<file path="config.mk">
export PLATFORM = sky130hd
export DESIGN_NAME = seg7_pattern_decoder
export DESIGN_NICKNAME = d
export VERILOG_FILES = /design/src/rtl/seg7_pkg.sv /design/src/rtl/seg7_lut.sv /design/src/rtl/seg7_pattern_decoder.sv
export SDC_FILE = /design/constraint.sdc
export NUM_CORES = 1
export LEC_CHECK = 0
export CAP_MARGIN = 20
export CORE_MARGIN = 8
export CORE_UTILIZATION = 25
export DETAILED_ROUTE_END_ITERATION = 10
export SKIP_CTS_REPAIR_TIMING = 1
export SLEW_MARGIN = 10
export SYNTH_ARGS = -nofsm -noshare
export SYNTH_HDL_FRONTEND = slang
export SYNTH_SLANG_ARGS = --single-unit
</file>
<file path="constraint.sdc">
create_clock -name clk -period 3.5 [get_ports clk]
set_input_delay 0.7 -clock clk [delete_from_list [all_inputs] [get_ports clk]]
set_output_delay 0.7 -clock clk [all_outputs]
set_load 0.02 [all_outputs]
</file>
<file path="src/rtl/seg7_pkg.sv">
// Shared constants for the 7-segment receive path: segment bit positions,
// the legal digit codes (bit6=g .. bit0=a) and the decoder FSM states.
package seg7_pkg;

   localparam int SEG_A = 0;
   localparam int SEG_B = 1;
   localparam int SEG_C = 2;
   localparam int SEG_D = 3;
   localparam int SEG_E = 4;
   localparam int SEG_F = 5;
   localparam int SEG_G = 6;

   localparam logic [6:0] SEG_0     = 7'h3F;
   localparam logic [6:0] SEG_1     = 7'h06;
   localparam logic [6:0] SEG_2     = 7'h5B;
   localparam logic [6:0] SEG_3     = 7'h4F;
   localparam logic [6:0] SEG_4     = 7'h66;
   localparam logic [6:0] SEG_5     = 7'h6D;
   localparam logic [6:0] SEG_6     = 7'h7D;
   localparam logic [6:0] SEG_7     = 7'h07;
   localparam logic [6:0] SEG_8     = 7'h7F;
   localparam logic [6:0] SEG_9     = 7'h67;
   localparam logic [6:0] SEG_BLANK = 7'h00;

   typedef enum logic [0:0] {
      TRACK = 1'b0,
      HOLD  = 1'b1
   } state_e;

endpackage

</file>
<file path="src/rtl/seg7_lut.sv">
// Combinational segment-pattern to digit lookup; anything that is neither a
// digit code nor all-off is reported as invalid with digit forced to zero.
module seg7_lut
   import seg7_pkg::*;
(
   input  logic [6:0] pattern,
   output logic [3:0] digit,
   output logic       blank,
   output logic       invalid
);

   // Decode one pattern into digit / blank / invalid.
   always_comb begin
      digit   = 4'd0;
      blank   = 1'b0;
      invalid = 1'b0;
      case (pattern)
         SEG_0:     digit = 4'd0;
         SEG_1:     digit = 4'd1;
         SEG_2:     digit = 4'd2;
         SEG_3:     digit = 4'd3;
         SEG_4:     digit = 4'd4;
         SEG_5:     digit = 4'd5;
         SEG_6:     digit = 4'd6;
         SEG_7:     digit = 4'd7;
         SEG_8:     digit = 4'd8;
         SEG_9:     digit = 4'd9;
         SEG_BLANK: blank = 1'b1;
         default:   invalid = 1'b1;
      endcase
   end

endmodule

</file>
<file path="src/rtl/seg7_pattern_decoder.sv">
// Receive side of the 7-segment bus: synchronise, wait for a settled pattern,
// decode it and hand each new settled pattern out once over valid/ready.
module seg7_pattern_decoder
   import seg7_pkg::*;
#(
   parameter int STABLE_CYCLES = 4,
   parameter int ERR_W         = 8
)(
   input  logic             clk,
   input  logic             rst_n,
   input  logic [6:0]       seg_in,
   input  logic             out_ready,
   output logic             out_valid,
   output logic [3:0]       digit,
   output logic             blank,
   output logic             invalid,
   output logic [ERR_W-1:0] err_count
);

   localparam int               CNT_W   = $clog2(STABLE_CYCLES + 1);
   localparam logic [CNT_W-1:0] CNT_MAX = CNT_W'(STABLE_CYCLES);
   localparam logic [CNT_W-1:0] CNT_ONE = CNT_W'(1);

   logic [6:0]       s1_q, s2_q;
   logic [6:0]       cand_q, cand_d;
   logic [CNT_W-1:0] cnt_q, cnt_d;
   state_e           state_q, state_d;
   logic [6:0]       pat_q, pat_d;
   logic [6:0]       last_q, last_d;
   logic             last_vld_q, last_vld_d;
   logic             valid_q, valid_d;
   logic [3:0]       digit_q, digit_d;
   logic             blank_q, blank_d;
   logic             inv_q, inv_d;
   logic [ERR_W-1:0] err_q, err_d;
   logic [3:0]       lut_digit_s;
   logic             lut_blank_s, lut_invalid_s;
   logic             settled_s, fresh_s;

   seg7_lut u_lut (
      .pattern (cand_q),
      .digit   (lut_digit_s),
      .blank   (lut_blank_s),
      .invalid (lut_invalid_s)
   );

   assign settled_s = (cnt_q == CNT_MAX);
   assign fresh_s   = settled_s && (!last_vld_q || (cand_q != last_q));

   // Stability tracker: restart on any change, otherwise count up to the limit.
   always_comb begin
      cand_d = cand_q;
      cnt_d  = cnt_q;
      if (s2_q != cand_q) begin
         cand_d = s2_q;
         cnt_d  = CNT_ONE;
      end else if (cnt_q != CNT_MAX) begin
         cnt_d = cnt_q + CNT_ONE;
      end else begin
         cnt_d = cnt_q;
      end
   end

   // Emit/hold FSM; outputs only change on emission and on acceptance.
   always_comb begin
      state_d    = state_q;
      pat_d      = pat_q;
      last_d     = last_q;
      last_vld_d = last_vld_q;
      valid_d    = valid_q;
      digit_d    = digit_q;
      blank_d    = blank_q;
      inv_d      = inv_q;
      err_d      = err_q;
      case (state_q)
         TRACK: begin
            if (fresh_s) begin
               state_d = HOLD;
               valid_d = 1'b1;
               pat_d   = cand_q;
               digit_d = lut_digit_s;
               blank_d = lut_blank_s;
               inv_d   = lut_invalid_s;
            end else begin
               valid_d = 1'b0;
            end
         end
         HOLD: begin
            if (out_ready) begin
               state_d    = TRACK;
               valid_d    = 1'b0;
               last_d     = pat_q;
               last_vld_d = 1'b1;
               if (inv_q && (err_q != {ERR_W{1'b1}})) begin
                  err_d = err_q + ERR_W'(1);
               end else begin
                  err_d = err_q;
               end
            end else begin
               valid_d = 1'b1;
            end
         end
         default: begin
            state_d = TRACK;
            valid_d = 1'b0;
         end
      endcase
   end

   // State registers: two-flop synchroniser, tracker and FSM/output stage.
   always_ff @(posedge clk or negedge rst_n) begin
      if (!rst_n) begin
         s1_q       <= 7'h00;
         s2_q       <= 7'h00;
         cand_q     <= 7'h00;
         cnt_q      <= '0;
         state_q    <= TRACK;
         pat_q      <= 7'h00;
         last_q     <= 7'h00;
         last_vld_q <= 1'b0;
         valid_q    <= 1'b0;
         digit_q    <= 4'd0;
         blank_q    <= 1'b0;
         inv_q      <= 1'b0;
         err_q      <= '0;
      end else begin
         s1_q       <= seg_in;
         s2_q       <= s1_q;
         cand_q     <= cand_d;
         cnt_q      <= cnt_d;
         state_q    <= state_d;
         pat_q      <= pat_d;
         last_q     <= last_d;
         last_vld_q <= last_vld_d;
         valid_q    <= valid_d;
         digit_q    <= digit_d;
         blank_q    <= blank_d;
         inv_q      <= inv_d;
         err_q      <= err_d;
      end
   end

   assign out_valid = valid_q;
   assign digit     = digit_q;
   assign blank     = blank_q;
   assign invalid   = inv_q;
   assign err_count = err_q;

endmodule
</file>
==> results.ini, run 1 <==
[die]
pin_count = 25
die_w_um = 112
num_rows = 35
start_util_pct = 25.2
die_area_mm2 = 0.0125
die_h_um = 112
design.core.area_mm2 = 0.00906

[placed_design]
numPortBuffers = 24
place_area_mm2 = 0.00259
dp.cells = 311
dpl.hpwl_um = 2950
place.gp.congestion = 0.764

[synthesis]
ys_types = 33
yosysWarnings = 0
netlist.area_leader.share_pct = 59.1
synth_compound_area_share_pct = 6.79
synth_flop_cell = dfrtp_1
netlist_instances = 190
syn_nets = 203
seq_area_frac_synth_pct = 59.1
ys_seq_elements = 54
post-synth-top-area-cell = dfrtp_1
synth_top_family_by_area = simple AND/OR/NAND/NOR gates
yosys.area_share.adder_pct = 1.64
muxShareOfSynthArea_pct = 7.39
synth_edf_count = 0
ys_async_sr_fraction_pct = 100
synth_xor_area_share_pct = 8.81
yosys.area_share.simple_pct = 11.9
synthTopCellsByArea = dfrtp_1, mux2_2, xnor2_1
syn-mean-instance-area_um2 = 12.0
synth_area_mm2 = 0.00229

[cells_and_area]
seq_area_mm2 = 0.00135
final_area_mm2 = 0.00270
final_nets = 220
syn2layout_area_growth_pct = 18.0
antenna_cells = 0
final_layout_size_suffix_gt1_share_pct = 13.5
final_cells = 319
nFillCells = 906
multi_input_area_um2 = 836

[worst_hold_path]
hp-class = reg -> reg
hold_depth = 0
min_to = s2_q[4]$_DFF_PN0_
hp-start = s1_q[4]$_DFF_PN0_

[run_status]
status = finished, final reports clean

[critical_path]
cp-end-kind = output pin
cp-start-kind = flop
worst-path-buf-inv = 1
ff2ff_setup_slack_ns = 1.46
crit_family = buffers and inverters
arrival_ns = 1.40
cp_cell_sequence = clkdlybuf4s50_1
critical_path_depth = 1
rr_worst_depth = 4
cp_max_fo = 5
rr_startpoint = cand_q[5]$_DFFE_PN0P_
slowest_stage = clkdlybuf4s50_1
rr_endpoint = pat_q[2]$_DFFE_PN0P_
cp.required_ns = 2.80
crit_type = reg -> out
cpPeakStageDelay_ns = 0.65

[pwr]
combinationalPowerShare_pct = 4.3
pwr-share-clk_pct = 36.7
p_sw_uw = 237
ir_worst_vdd_uv = 192
p_int_uw = 872
powerDensity_mw_per_mm2 = 411
pwr-share-seq_pct = 59.1
power.total_uw = 1110
switching_share_pct = 21.4
leakage_uw = 0.00120

[grt]
grt_pass1_wl_um = 7180
grt_pass1_vias = 1461
antenna_found_initial = 0
grt_usage_pct = 7.13
grt_max_degree = 34
overflow = 0

[sta]
skew_ns = 0.0129
final-setup-viol-count = 0
holdWs_ns = 0.355
period_needed_ns = 2.10
rsz0062_at_grt = no
final_hold_viol_count = 0
maxSlewHeadroom_pct = 51.6
worstMarginPinSlew_ns = 0.726
max_freq_mhz = 476
drv_slew = 0
setup_tns_ns = 0
finalCritPeriodShare_pct = 60.0

[detailed_routing]
ant_nets = 0
vias_per_cell = 4.34
drt-pass1-iter-count = 4
wirelength_um = 4090
route.vias.total = 1383
first_iter_violations = 89
wl_per_cell_um = 12.8
drc = 0

[clock_network]
cts_sinks = 54
htree_levels = 2
clockBufferDepth = 2
clkLatencyLatePin_ns = 0.31
cts_buffers = 5
cts_root_buffer = clkbuf_8
clkTransAtPathRegs_ns = 0.09
cts_tree = yes

[run]
cap_viol_max_count = 0

-- power groups by stage --
stage          Combinational (µW)  Clock (µW)  Sequential [µW]
2_1_floorplan                36.7           0              654
3_3_place_gp                 48.0           0              667
3_5_place_dp                 48.7           0              667
4_1_cts                      48.9         424              655
5_1_grt                      54.5         446              658
6_report                     47.2         407              655
-- Yosys cell counts (2+ instances only) --
master / count
dfrtp_1: 54
nand2_1: 19
xnor2_1: 17
mux2_2: 15
nand3_1: 8
nor2_1: 8
clkbuf_1: 7
xor2_1: 6
inv_1: 5
buf_2: 4
nand2b_1: 4
nand4_1: 4
o21ai_0: 4
a31oi_1: 3
and3_1: 3
buf_4: 3
ha_1: 3
nor3_1: 3
a21oi_1: 2
and2_1: 2
nor4_1: 2
o31ai_1: 2
o41ai_2: 2
-- worst max path at each step --
stage | startpoint | to
detailed placement | out_ready | err_count[7]$_DFFE_PN0P_
CTS | out_valid$_DFF_PN0_ | out_valid
floorplan | err_count[0]$_DFFE_PN0P_ | err_count[7]$_DFFE_PN0P_
finish | out_valid$_DFF_PN0_ | out_valid
global placement | out_ready | err_count[7]$_DFFE_PN0P_
global route | cand_q[5]$_DFFE_PN0P_ | pat_q[2]$_DFFE_PN0P_
-- cell usage in the layout, fill, tap and decap left out, drive strengths merged, types with 2 or more instances in the layout --
cell type / instances
xor2: 6
nor4: 2
and2: 2
mux2: 15
nand2: 19
clkdlybuf4s50: 23
clkbuf: 6
nand3: 8
inv: 5
a21oi: 2
nor3: 3
buf: 2
nand2b: 4
a31oi: 3
o41ai: 2
nand4: 4
nor2: 8
xnor2: 17
o31ai: 2
dfrtp: 54
o21ai: 5
and3: 3
ha: 3
-- cell families (layout without fill, tap and decap cells) --
logic type,Yosys count,in the layout
AND/OR/NAND/NOR,56,56
flip-flops,54,54
XOR/XNOR,23,23
buffers and inverters,20,38
AO/OA/AOI/OAI,19,19
multiplexers,15,15
adder cells (fa/ha/maj),3,3
-- area by class of cell --
| cell class | count | area share (%) |
|---|---|---|
| Clock buffer | 6 | 2.69 |
| Sequential cell | 54 | 50.1 |
| Clock inverter | 2 | 1.39 |
| Inverter | 5 | 0.696 |
| Tap cell | 111 | 5.15 |
| Multi-Input combinational cell | 116 | 31.0 |
| Timing Repair Buffer | 25 | 9.00 |
-- flip-flops by register name, summed over array words and instances, names as in the netlist --
register	count
cnt_q	3
err_count	8
last_q	7
invalid	1
s2_q	7
cand_q	7
last_vld_q	1
out_valid	1
digit	4
blank	1
s1_q	7
pat_q	7
-- through the flow --
| step | setup WS (ns) | util, % |
|---|---|---|
| 6_report | 1.40 | 29.8 |
| 5_1_grt | 1.30 | 29.8 |
| 4_1_cts | 1.37 | 29.8 |
| 3_5_place_dp | 1.32 | 28.5 |
| 3_3_place_gp | 1.38 | 28.5 |
| 2_1_floorplan | 1.78 | - |
-- per-layer routing --
metal	part of all wire [%]	global-route usage, %
met5	0	0
met4	1.5	2.64
met3	3.2	2.22
met2	47	11.2
met1	48	8.94
Note: power is estimated with default switching activity, not from simulation.
==> run 2, diff against run 1 <==
==> constraint.sdc (replaced) <==
create_clock -name clk -period 1.9 [get_ports clk]
set_input_delay 0.38 -clock clk [delete_from_list [all_inputs] [get_ports clk]]
set_output_delay 0.38 -clock clk [all_outputs]
set_load 0.02 [all_outputs]
==> results.ini, run 2 (synthesis results as in run 1) <==
[die]
pin_count = 25  ; unchanged
num_rows = 35  ; unchanged
die_area_mm2 = 0.0125  ; unchanged
die_w_um = 112  ; unchanged
design.core.area_mm2 = 0.00906  ; unchanged
die_h_um = 112  ; unchanged
start_util_pct = 25.2  ; unchanged

[cells_and_area]
layout_commonest_cell = dfrtp_1  ; unchanged
syn2layout_area_growth_pct = 22.1  ; was 18.0%
antenna_cells = 0  ; unchanged
final_layout_size_suffix_gt1_share_pct = 18.3  ; was 13.5%
largest_reg_flops = 8  ; unchanged
final_area_mm2 = 0.00279  ; was 0.00270 mm²
final_cell_mix = dfrtp_1, clkdlybuf4s50_1, nand2_1, xnor2_1, mux2_2  ; unchanged
nFillCells = 903  ; was 906
final_nets = 231  ; was 220

[pwr]
p_int_uw = 1520  ; was 872 µW
switching_share_pct = 22.6  ; was 21.4%
powerDensity_mw_per_mm2 = 706  ; was 411 mW/mm²
power.total_uw = 1970  ; was 1110 µW
p_sw_uw = 446  ; was 237 µW
pwr-share-clk_pct = 33.3  ; was 36.7%
leakage_uw = 0.00125  ; was 0.00120 µW
ir_worst_vdd_uv = 373  ; was 192 µV
pwr-share-seq_pct = 60.5  ; was 59.1%
combinationalPowerShare_pct = 6.2  ; was 4.3%

[critical_path]
cp-end-kind = output pin  ; unchanged
slowest_stage = clkdlybuf4s50_1  ; unchanged
cp_max_fo = 5  ; unchanged
cp-start-kind = flop  ; unchanged
crit_start = out_valid$_DFF_PN0_  ; unchanged
ff2ff_setup_slack_ns = 0.18  ; was 1.46 ns
critical_path_depth = 1  ; unchanged
rr_endpoint = pat_q[4]$_DFFE_PN0P_  ; was pat_q[2]$_DFFE_PN0P_
cp-endpoint = out_valid  ; unchanged
cp.required_ns = 1.52  ; was 2.80 ns
rr_worst_depth = 5  ; was 4
rr_startpoint = cand_q[6]$_DFFE_PN0P_  ; was cand_q[5]$_DFFE_PN0P_
cpPeakStageDelay_ns = 0.65  ; about the same
cp_cell_sequence = clkdlybuf4s50_1  ; unchanged
crit_family = buffers and inverters  ; unchanged
arrival_ns = 1.38  ; was 1.40 ns
crit_type = reg -> out  ; unchanged
worst-path-buf-inv = 1  ; unchanged

[clock_network]
cts_tree = yes  ; unchanged
clockBufferDepth = 2  ; unchanged
cts_root_buffer = clkbuf_8  ; unchanged
clkLatencyLatePin_ns = 0.31  ; about the same
cts_sinks = 54  ; unchanged
htree_levels = 2  ; unchanged
cts_buffers = 5  ; unchanged
clkTransAtPathRegs_ns = 0.09  ; about the same

[sta]
finalCritPeriodShare_pct = 92.6
drv_slew = 0  ; unchanged
period_needed_ns = 1.76
max_freq_mhz = 568
layout_setup_ws_ns = 0.140  ; was 1.40 ns
final_hold_viol_count = 0  ; unchanged
skew_ns = 0.0132  ; was 0.0129 ns
holdWs_ns = 0.0528  ; was 0.355 ns
rsz0062_at_grt = no  ; unchanged
setup_tns_ns = 0  ; unchanged
maxSlewHeadroom_pct = 71.9  ; was 51.6%
worstMarginPinSlew_ns = 0.417  ; was 0.726 ns
final-setup-viol-count = 0  ; unchanged

[detailed_routing]
vias_per_cell = 4.23  ; was 4.34
ant_nets = 0  ; unchanged
wl_per_cell_um = 12.7  ; was 12.8 µm
route.vias.total = 1397  ; was 1383
drt-pass1-iter-count = 4  ; unchanged
drc = 0  ; unchanged
first_iter_violations = 108  ; was 89
wirelength_um = 4200  ; was 4090 µm

[placed_design]
place.gp.congestion = 0.763  ; was 0.764
place_ws_ns = 0.0316  ; was 1.32 ns
place_area_mm2 = 0.00270  ; was 0.00259 mm²
dpl.hpwl_um = 3110  ; was 2950 µm
numPortBuffers = 24  ; unchanged

[run]
cap_viol_max_count = 0  ; unchanged

[run_status]
status = finished, final reports clean  ; unchanged

[worst_hold_path]
hp-class = in -> async  ; was reg -> reg

[grt]
grt_pass1_vias = 1487  ; was 1461
grt_pass1_wl_um = 7230  ; was 7180 µm
grt_max_degree = 55  ; was 34
grt_usage_pct = 7.14  ; was 7.13%
antenna_found_initial = 0  ; unchanged
overflow = 0  ; unchanged

-- run 2: changes by cell type in the layout (fill, tap and decap cells not counted), sizes merged --
| cell | change |
|---|---|
| bufinv | -1 |
| buf | +11 |
| clkinv | +1 |
-- run 2: final cells by class --
type	count	area, µm²	share of cell area (%)
clock buffer	6	82.6	2.96
clock inverter	2	12.5	0.448
inverter	5	18.8	0.673
multi-input combinational	116	836	30.0
sequential	54	1350	48.4
tap	111	139	4.98
timing repair buffer	36	350	12.6
-- run 2: routing by layer --
layer | vias to the layer above | global-route usage [%] | routed length, µm
met4 | 0 | 2.73 | 63
met5 | - | 0 | 0
met1 | 679 | 8.81 | 2020
met2 | 18 | 11.4 | 1970
met3 | 6 | 2.16 | 149
li1 | 694 | - | -
-- run 2: power by group through the flow --
stage,combinational [µW],sequential [µW],clock [µW]
finish,123,1190,656
global route,138,1200,726
CTS,125,1190,683
detailed placement,125,1220,0
global placement,123,1210,0
floorplan,67.5,1210,0
-- run 2: worst min-delay path by stage --
stage,start,cells after the start,end
6_report,rst_n,2,out_valid$_DFF_PN0_
2_1_floorplan,rst_n,0,blank$_DFFE_PN0P_
5_1_grt,rst_n,2,pat_q[0]$_DFFE_PN0P_
3_5_place_dp,s1_q[5]$_DFF_PN0_,0,s2_q[5]$_DFF_PN0_
4_1_cts,rst_n,2,last_q[0]$_DFFE_PN0P_
3_3_place_gp,s1_q[5]$_DFF_PN0_,0,s2_q[5]$_DFF_PN0_
-- run 2: per-stage QoR --
| stage | instances | utilization [%] |
|---|---|---|
| 2_1_floorplan | 190 | - |
| 3_3_place_gp | 322 | 29.7 |
| 3_5_place_dp | 322 | 29.7 |
| 4_1_cts | 330 | 30.8 |
| 5_1_grt | 330 | 30.8 |
| 6_report | 330 | 30.8 |
==> run 3, diff against run 2 <==
--- a/config.mk
+++ b/config.mk
@@ -6,9 +6,9 @@
 export NUM_CORES = 1
 export LEC_CHECK = 0
 export CAP_MARGIN = 20
-export CORE_MARGIN = 8
 export CORE_UTILIZATION = 25
 export DETAILED_ROUTE_END_ITERATION = 10
+export MAX_ROUTING_LAYER = met4
 export SKIP_CTS_REPAIR_TIMING = 1
 export SLEW_MARGIN = 10
 export SYNTH_ARGS = -nofsm -noshare
==> results.ini, run 3 (synthesis results as in run 1) <==
[pwr]
pwr-share-clk_pct = 38.0  ; was 33.3%
pwr-share-seq_pct = 56.2  ; was 60.5%
switching_share_pct = 22.9  ; was 22.6%
powerDensity_mw_per_mm2 = 751  ; was 706 mW/mm²
p_sw_uw = 485  ; was 446 µW
ir_worst_vdd_uv = 241  ; was 373 µV
p_int_uw = 1630  ; was 1520 µW
leakage_uw = 0.00127  ; was 0.00125 µW
combinationalPowerShare_pct = 5.7  ; was 6.2%

[sta]
drv_slew = 0  ; unchanged
rsz0062_at_grt = no  ; unchanged
final-setup-viol-count = 0  ; unchanged
max_freq_mhz = 565  ; was 568 MHz
maxSlewHeadroom_pct = 75.8  ; was 71.9%
finalCritPeriodShare_pct = 93.2  ; was 92.6%
final_hold_viol_count = 0  ; unchanged
period_needed_ns = 1.77  ; was 1.76 ns
worstMarginPinSlew_ns = 0.360  ; was 0.417 ns
skew_ns = 0.0111  ; was 0.0132 ns
setup_tns_ns = 0  ; unchanged

[critical_path]
crit_family = buffers and inverters  ; unchanged
cpPeakStageDelay_ns = 0.64  ; was 0.65 ns
rr_endpoint = pat_q[6]$_DFFE_PN0P_  ; was pat_q[4]$_DFFE_PN0P_
rr_startpoint = cand_q[3]$_DFFE_PN0P_  ; was cand_q[6]$_DFFE_PN0P_
cp_cell_sequence = clkdlybuf4s50_1  ; unchanged
crit_type = reg -> out  ; unchanged
cp-start-kind = flop  ; unchanged
ff2ff_setup_slack_ns = 0.19  ; was 0.18 ns
arrival_ns = 1.39  ; was 1.38 ns
slowest_stage = clkdlybuf4s50_1  ; unchanged
rr_worst_depth = 5  ; unchanged
cp.required_ns = 1.52  ; about the same
worst-path-buf-inv = 1  ; unchanged
cp-end-kind = output pin  ; unchanged
cp_max_fo = 5  ; unchanged

[cells_and_area]
final_cell_mix = dfrtp_1, clkdlybuf4s50_1, nand2_1, xnor2_1, mux2_2  ; unchanged
syn2layout_area_growth_pct = 23.3  ; was 22.1%
nFillCells = 868  ; was 903
final_cells = 330  ; unchanged
final_nets = 234  ; was 231
final_area_mm2 = 0.00282  ; was 0.00279 mm²
largest_reg_flops = 8  ; unchanged
layout_commonest_cell = dfrtp_1  ; unchanged
antenna_cells = 0  ; unchanged
final_layout_size_suffix_gt1_share_pct = 19.4  ; was 18.3%

[detailed_routing]
drc = 2  ; was 0
ant_nets = 0  ; unchanged
vias_per_cell = 4.33  ; was 4.23
route.vias.total = 1429  ; was 1397
drt-pass1-iter-count = 9  ; was 4
first_iter_violations = 44  ; was 108
wirelength_um = 4070  ; was 4200 µm
wl_per_cell_um = 12.3  ; was 12.7 µm

[run]
cap_viol_max_count = 0  ; unchanged

[placed_design]
dpl.hpwl_um = 2910  ; was 3110 µm
dp.cells = 322  ; unchanged
numPortBuffers = 24  ; unchanged
place.gp.congestion = 0.819  ; was 0.763
place_area_mm2 = 0.00270  ; about the same

[clock_network]
clkTransAtPathRegs_ns = 0.10  ; was 0.09 ns
clockBufferDepth = 2  ; unchanged
cts_sinks = 54  ; unchanged
cts_root_buffer = clkbuf_8  ; unchanged
cts_tree = yes  ; unchanged
clkLatencyLatePin_ns = 0.32  ; was 0.31 ns
htree_levels = 2  ; unchanged
cts_buffers = 5  ; unchanged

[die]
die_w_um = 97.6  ; was 112 µm
num_rows = 34  ; was 35
start_util_pct = 26.0  ; was 25.2%
die_area_mm2 = 0.00953  ; was 0.0125 mm²
die_h_um = 97.6  ; was 112 µm
design.core.area_mm2 = 0.00881  ; was 0.00906 mm²
pin_count = 25  ; unchanged

[grt]
grt_pass1_wl_um = 7140  ; was 7230 µm
grt_pass1_vias = 1499  ; was 1487
antenna_found_initial = 0  ; unchanged
grt_max_degree = 55  ; unchanged
grt_usage_pct = 9.96  ; was 7.14%
overflow = 0  ; unchanged

[run_status]
status = complete, but fails checks  ; was finished, final reports clean
violations = DRC

[worst_hold_path]
hp-class = in -> async  ; unchanged

[run 3: cell types whose count changed in the layout (fill, tap and decap cells not counted), sizes merged]
cell    change
clkinv      -1
inv         +1
bufinv      +1
clkbuf      -1
buf         +3
[run 3: area by class of cell]
cell class | count | area (µm²) | area share (%)
well taps | 108 | 135 | 4.79
inverters | 5 | 18.8 | 0.666
flip-flops and latches | 54 | 1350 | 47.9
clock inverters | 3 | 48.8 | 1.73
multi-input cells | 116 | 836 | 29.6
repair buffers | 39 | 360 | 12.8
clock buffers | 5 | 68.8 | 2.44
[run 3: worst max path at each step]
stage | start | endpoint | slack (ns) | depth (start not counted)
final | err_count[2]$_DFFE_PN0P_ | err_count[2] | 0.13 | 1
after global routing | cand_q[3]$_DFFE_PN0P_ | pat_q[6]$_DFFE_PN0P_ | 0.03 | 5
after CTS | err_count[2]$_DFFE_PN0P_ | err_count[2] | 0.12 | 1
after detailed placement | out_ready | err_count[7]$_DFFE_PN0P_ | 0.02 | 6
after global placement | out_ready | err_count[7]$_DFFE_PN0P_ | 0.09 | 6
after floorplan | err_count[0]$_DFFE_PN0P_ | err_count[7]$_DFFE_PN0P_ | 0.18 | 6
[run 3: power by group through the flow]
stage / Clock (µW) / Sequential [µW] / Combinational [µW]
after global placement: 0 / 1210 / 122
after CTS: 834 / 1190 / 124
final: 804 / 1190 / 122
after global routing: 880 / 1190 / 137
after detailed placement: 0 / 1210 / 124
after floorplan: 0 / 1210 / 67.5
[run 3: layer usage]
layer  wire length, µm  GRT usage (%)  vias to the layer above
met4                47           3.50                        0
met5                 0              -                        -
met1              1990           12.8                      703
li1                  -              -                      698
met2              1880           14.7                       24
met3               151           3.17                        4
[run 3: stage by stage]
step | setup WS (ns) | total power (µW) | utilization (%) | hold slack, ns
6_report | 0.130 | 2120 | 32.0 | 0.0331
5_1_grt | 0.0327 | 2210 | 32.0 | 0.0570
2_1_floorplan | 0.182 | 1270 | - | 0.0844
3_5_place_dp | 0.0249 | 1340 | 30.7 | 0.336
4_1_cts | 0.116 | 2150 | 32.0 | 0.0459
3_3_place_gp | 0.0912 | 1330 | 30.7 | 0.335
[run 3: worst register-to-register path, delay by kind of cell (launching register included)]
family                    cells  cell delay, ns
xor gates and xnor gates      1            0.20
buffers and inverters         1            0.20
DFF                           1            0.46
muxes                         1            0.35
and+or+nand+nor               1            0.20
AOI/OAI and AO/OA             1            0.19
